===== config.mk =====
export PLATFORM = sky130hd
export DESIGN_NAME = div_unit
export DESIGN_NICKNAME = d
export VERILOG_FILES = /design/src/rtl/div_unit_pkg.sv /design/src/rtl/divider.sv /design/src/rtl/div_unit.sv
export SDC_FILE = /design/constraint.sdc
export NUM_CORES = 1
export LEC_CHECK = 0
export CAP_MARGIN = 20
export CORE_MARGIN = 10
export CORE_UTILIZATION = 25
export DETAILED_ROUTE_END_ITERATION = 10
export MAX_ROUTING_LAYER = met4
export PLACE_DENSITY = 0.5
export SLEW_MARGIN = 20
export SYNTH_ARGS = -nofsm -noshare
export SYNTH_HDL_FRONTEND = slang
export SYNTH_SLANG_ARGS = --single-unit

===== constraint.sdc =====
create_clock -name clk -period 3.4 [get_ports clk]
set_input_delay 0.34 -clock clk [delete_from_list [all_inputs] [get_ports clk]]
set_output_delay 0.34 -clock clk [all_outputs]
set_load 0.02 [all_outputs]

===== src/rtl/div_unit_pkg.sv =====
// Shared RV32 types and constants for the M-extension divide path.
package div_unit_pkg;

  typedef logic [31:0] rv32i_word;

  typedef enum logic [2:0] {
    DIV  = 3'b100,
    DIVU = 3'b101,
    REM  = 3'b110,
    REMU = 3'b111
  } m_div_funct3_t;

  localparam rv32i_word DIV_BY_ZERO_Q = 32'hFFFF_FFFF;
  localparam rv32i_word INT_MIN       = 32'h8000_0000;

  function automatic logic is_signed_op(input m_div_funct3_t f);
    return ~f[0];
  endfunction

  function automatic logic is_rem_op(input m_div_funct3_t f);
    return f[1];
  endfunction

endpackage


===== src/rtl/divider.sv =====
// Unsigned restoring divider: one quotient bit per cycle, div_valid pulses
// 33 cycles after the start cycle. Divisor must be held stable while busy.
module divider
  import div_unit_pkg::*;
(
  input  logic      clk,
  input  logic      rst,
  input  logic      start,
  input  rv32i_word a,
  input  rv32i_word b,
  output logic      div_valid,
  output rv32i_word quotient,
  output rv32i_word remain
);

  logic [5:0]  cnt;
  logic        busy;
  logic [32:0] trial;
  logic [32:0] diff;

  always_comb begin
    trial = {remain, quotient[31]};
    diff  = trial - {1'b0, b};
  end

  always_ff @(posedge clk) begin
    if (rst) begin
      cnt       <= '0;
      busy      <= 1'b0;
      div_valid <= 1'b0;
      quotient  <= '0;
      remain    <= '0;
    end else begin
      div_valid <= 1'b0;
      if (start) begin
        remain   <= '0;
        quotient <= a;
        cnt      <= 6'd32;
        busy     <= 1'b1;
      end else if (busy) begin
        // diff[32] is the borrow: set when the partial remainder is below b
        if (!diff[32]) begin
          remain   <= diff[31:0];
          quotient <= {quotient[30:0], 1'b1};
        end else begin
          remain   <= trial[31:0];
          quotient <= {quotient[30:0], 1'b0};
        end
        cnt <= cnt - 6'd1;
        if (cnt == 6'd1) begin
          busy      <= 1'b0;
          div_valid <= 1'b1;
        end
      end
    end
  end

endmodule


===== src/rtl/div_unit.sv =====
// RV32M divide front end: resolves divide-by-zero/overflow directly, otherwise
// runs magnitudes through the unsigned divider and sign-corrects the result.
module div_unit
  import div_unit_pkg::*;
#(
  parameter int TAG_WIDTH = 5
) (
  input  logic                 clk,
  input  logic                 rst,
  input  logic                 flush,
  input  logic                 req_valid,
  output logic                 req_ready,
  input  logic [2:0]           req_funct3,
  input  rv32i_word            req_rs1,
  input  rv32i_word            req_rs2,
  input  logic [TAG_WIDTH-1:0] req_tag,
  output logic                 resp_valid,
  input  logic                 resp_ready,
  output rv32i_word            resp_data,
  output logic [TAG_WIDTH-1:0] resp_tag
);

  typedef enum logic [2:0] {IDLE, START, WAIT, DONE, DRAIN} state_t;

  state_t        state;
  m_div_funct3_t funct3_q;
  rv32i_word     a_mag, b_mag;
  logic          neg_q, neg_r;

  logic          div_start, div_valid;
  rv32i_word     quotient, remain;

  m_div_funct3_t f3_in;
  logic          sgn_in, neg_a_in, neg_b_in, special_in;
  rv32i_word     special_data, div_result;

  always_comb begin
    // bit 2 is the M-extension marker and carries no operation information
    f3_in      = m_div_funct3_t'({req_funct3[2] | 1'b1, req_funct3[1:0]});
    sgn_in     = is_signed_op(f3_in);
    neg_a_in   = sgn_in & req_rs1[31];
    neg_b_in   = sgn_in & req_rs2[31];
    special_in = 1'b0;
    special_data = '0;
    if (req_rs2 == '0) begin
      special_in   = 1'b1;
      special_data = is_rem_op(f3_in) ? req_rs1 : DIV_BY_ZERO_Q;
    end else if (sgn_in && req_rs1 == INT_MIN && req_rs2 == DIV_BY_ZERO_Q) begin
      special_in   = 1'b1;
      special_data = is_rem_op(f3_in) ? '0 : INT_MIN;
    end
    if (is_rem_op(funct3_q)) div_result = neg_r ? (32'd0 - remain) : remain;
    else                     div_result = neg_q ? (32'd0 - quotient) : quotient;
  end

  assign req_ready  = (state == IDLE);
  assign resp_valid = (state == DONE);
  assign div_start  = (state == START);

  always_ff @(posedge clk) begin
    if (rst) begin
      state     <= IDLE;
      funct3_q  <= DIVU;
      a_mag     <= '0;
      b_mag     <= '0;
      neg_q     <= 1'b0;
      neg_r     <= 1'b0;
      resp_data <= '0;
      resp_tag  <= '0;
    end else begin
      case (state)
        IDLE: if (req_valid && !flush) begin
          funct3_q <= f3_in;
          a_mag    <= neg_a_in ? (32'd0 - req_rs1) : req_rs1;
          b_mag    <= neg_b_in ? (32'd0 - req_rs2) : req_rs2;
          neg_q    <= neg_a_in ^ neg_b_in;
          neg_r    <= neg_a_in;
          resp_tag <= req_tag;
          if (special_in) begin
            resp_data <= special_data;
            state     <= DONE;
          end else begin
            state <= START;
          end
        end
        START: state <= flush ? DRAIN : WAIT;
        WAIT: begin
          if (flush) begin
            state <= div_valid ? IDLE : DRAIN;
          end else if (div_valid) begin
            resp_data <= div_result;
            state     <= DONE;
          end
        end
        DONE:  if (flush || resp_ready) state <= IDLE;
        DRAIN: if (div_valid) state <= IDLE;
        default: state <= IDLE;
      endcase
    end
  end

  divider u_divider (
    .clk      (clk),
    .rst      (rst),
    .start    (div_start),
    .a        (a_mag),
    .b        (b_mag),
    .div_valid(div_valid),
    .quotient (quotient),
    .remain   (remain)
  );

endmodule


==> summary.txt <==
Timing
  • Slew headroom: 41.8%
  • Minimum clock period: 3.13 ns
  • Max-slew violation count: 0
  • Clock Skew: 0.0231 ns
  • Worst Tran Pin Value: 0.873 ns
  • Fin crit share: 92.2%
  • Fin. Hold Viols: 0
  • Setup Viol. Count Final: 0
  • RSZ-0062 raised after global routing: false
  • F_max: 0.319 GHz

Clock tree
  • H-tree Lvls: 4
  • Cts bufs inserted: 17
  • Setup Fix Bufs, Post-CTS: 0
  • CTS tree: built
  • Clock root buffer: clkbuf_16
  • Clock Latency Late Sink: 0.47 ns
  • Sink Count: 179
  • Clock Pin Slew Worst Setup and Hold Paths: 0.08 ns
  • Clk buf depth: 2

Cells and area
  • Fin nets: 1768
  • Final Util: 31.3%
  • Post-route non-filler standard cell count: 2279
  • Commonest non-fill, non-tap cell in the layout: nor2_1
  • Diodes inserted: 0
  • Commonest non-fill, non-tap cells in the layout: nor2_1 (199), dfxtp_1 (178), o21ai_0 (116)
  • Synth-to-layout area growth: 23.9%
  • Share of post-route cells with drive strength above 1: 10.7%

Place
  • PortBufs: 114
  • DP HPWL: 30800 microns
  • Gpl congestion: 0.865
  • Cell count after placement: 2246

Power
  • P_int: 7310 uW
  • Leak: 0.00518 uW
  • Peak VDD IR: 0.797 mV
  • Psw: 6290 uW
  • Sequential Power Share: 24.2%
  • Sw Ratio: 46.3%
  • Total power draw: 13600 uW
  • Power Density: 910 mW/mm^2
  • Gate power share: 61.0%
  • Clk pwr share: 14.7%

Global route
  • Initial antenna violation count: 0
  • Grt met3 use: 2.24%
  • GRT overflow: 0
  • Largest net degree at the start of global routing: 97
  • Gr usage total: 14.5%
  • GR Util met1: 19.1%
  • Met2 global-route usage: 22.5%
  • GR peak layer: met2
  • First-pass GRT wire length: 64100 microns
  • Vias in the first global route: 11100

Setup path
  • CP Launch Type: flop
  • WP data required: 3.72 ns
  • CP Capture Type: flop
  • Largest fanout on the critical path: 14
  • R2r worst-path depth: 14
  • Arr. time, crit path: 3.45 ns
  • WS Path Type: reg -> reg

Synth
  • Net Count, Synth: 1644
  • Synth unique cells: 66
  • Number of flops mapped to enable cells by yosys: 0
  • #FFs+latches synth: 179
  • Seq/Total Area, Yosys: 29.7%
  • Ys async rst share: 0%
  • Avg Inst Size Synth: 7.90 sq um
  • Post-Syn Area: 0.0121 sq mm
  • Post-Synthesis Cells: 1527
  • Ys flop type: dfxtp_1
  • Yosys warns: 0

Floorplanning
  • Starting Density: 25.3%
  • Placeable core area: 0.0477 sq mm
  • Die Wd: 240 microns
  • Die Y-Extent: 240 microns
  • IO Pins: 116
  • FP Rows: 80
  • Die area: 0.0575 sq mm

Flow run
  • Maxcap violations: 0

Routing
  • DR vias/cell: 5.04
  • Vias: 11500
  • Wire per inst: 18.1 microns
  • Final ANT Viol Nets: 0
  • TritonRoute pass-1 iters: 5
  • Final wirelength: 41100 microns
  • DRC viols: 0
  • Initial DRC Count: 729

Worst hold path
  • Cells on Worst Hold Path: 2
  • Min-Delay Path Class: in -> reg

Run status
  • Status: complete, no violations
-- metrics by stage --
stage,area [sq um],hold WS [ns],setup slack [ns],setup TNS (ns)
floorplan,12100,0.432,0.471,0
global placement,14300,0.443,0.0343,0
detailed placement,14300,0.450,-0.00534,-0.00534
CTS,14900,0.365,0.231,0
global route,14900,0.412,0.0433,0
finish,14900,0.376,0.265,0
-- power by group through the flow --
stage,Combinational [uW],Clock [uW],Sequential [uW]
2_1_floorplan,5780,0,3080
3_3_place_gp,7980,0,3320
3_5_place_dp,8010,0,3330
4_1_cts,8060,2050,3290
5_1_grt,9180,2120,3390
6_report,8300,2000,3290
-- final timing paths --
check | end | slack, ns | startpoint
setup / recovery | u_divider.remain[25]$_SDFFE_PP0P_ | 0.27 | u_divider.quotient[31]$_SDFFE_PP0P_
hold / removal | neg_q$_SDFFE_PP0P_ | 0.38 | rst
setup reg to reg | u_divider.remain[25]$_SDFFE_PP0P_ | 0.27 | u_divider.quotient[31]$_SDFFE_PP0P_
hold reg to reg | resp_tag[1]$_SDFFE_PP0P_ | 0.46 | resp_tag[1]$_SDFFE_PP0P_
-- final cells by class --
type                       instances  area [sq um]
clock buffer                      21           460
tap                              615           769
clock inverter                    11           103
fill                            5093         32800
timing repair buffer             211          1950
inverter                          57           214
sequential                       179          3590
multi-input combinational       1185          7870
-- worst max-delay path: stages, from the launching register on --
cell,delay (ns)
dfxtp_1,0.32
inv_1,0.12
ha_1,0.22
fa_1,0.24
nor2b_1,0.08
o2111ai_1,0.18
nand2_1,0.12
o211a_1,0.27
o21ai_2,0.20
a31oi_2,0.12
or2_2,0.34
a21oi_4,0.23
clkbuf_16,0.23
mux2i_1,0.21
a21oi_1,0.09
-- layer usage --
metal	vias to the layer above	routed length, microns
li1	5786	-
met1	5445	20100
met2	221	18800
met3	36	1630
met4	0	682
met5	-	0
-- kinds of logic (layout without fill, tap and decap cells) --
| kind of cell | Yosys count | after routing | synth area share, % |
|---|---|---|---|
| compound gates | 480 | 480 | 26.9 |
| xor+xnor | 145 | 145 | 10.5 |
| fa+ha+maj | 40 | 40 | 4.21 |
| buf+inv | 163 | 300 | 5.55 |
| flops | 179 | 179 | 29.7 |
| mux | 58 | 58 | 4.81 |
| simple gates | 462 | 462 | 18.3 |
-- synth_stat cells, types with 17 or more instances --
cell type | number | area share, %
nor4_1 | 18 | 0.93
xor2_1 | 74 | 5.4
a211oi_1 | 107 | 6.7
nand2b_1 | 30 | 1.6
nand2_1 | 88 | 2.7
inv_1 | 57 | 1.8
mux2i_1 | 58 | 4.8
a21oi_1 | 98 | 4.1
nor3_1 | 31 | 1.3
a211oi_2 | 27 | 2.8
ha_1 | 39 | 4.0
xnor2_1 | 71 | 5.2
o21ai_0 | 116 | 4.8
dfxtp_1 | 179 | 30
or4_1 | 17 | 1.1
clkbuf_1 | 88 | 2.7
o31ai_1 | 29 | 1.8
nor2_1 | 200 | 6.2
a31oi_1 | 23 | 1.2
-- what timing repair did --
action,CTS,global route
endpoints found under the setup margin,0,26
hold buffers,0,0
resized for setup,0,6
-- sequential cells by signal (all words and copies together) (netlist names), 3 cells and up --
signal and flops:
a_mag 32, b_mag 32, resp_data 32, resp_tag 5, state 3, u_divider.cnt 6
u_divider.quotient 32, u_divider.remain 32
No activity file was read; power rests on OpenSTA's default activity.
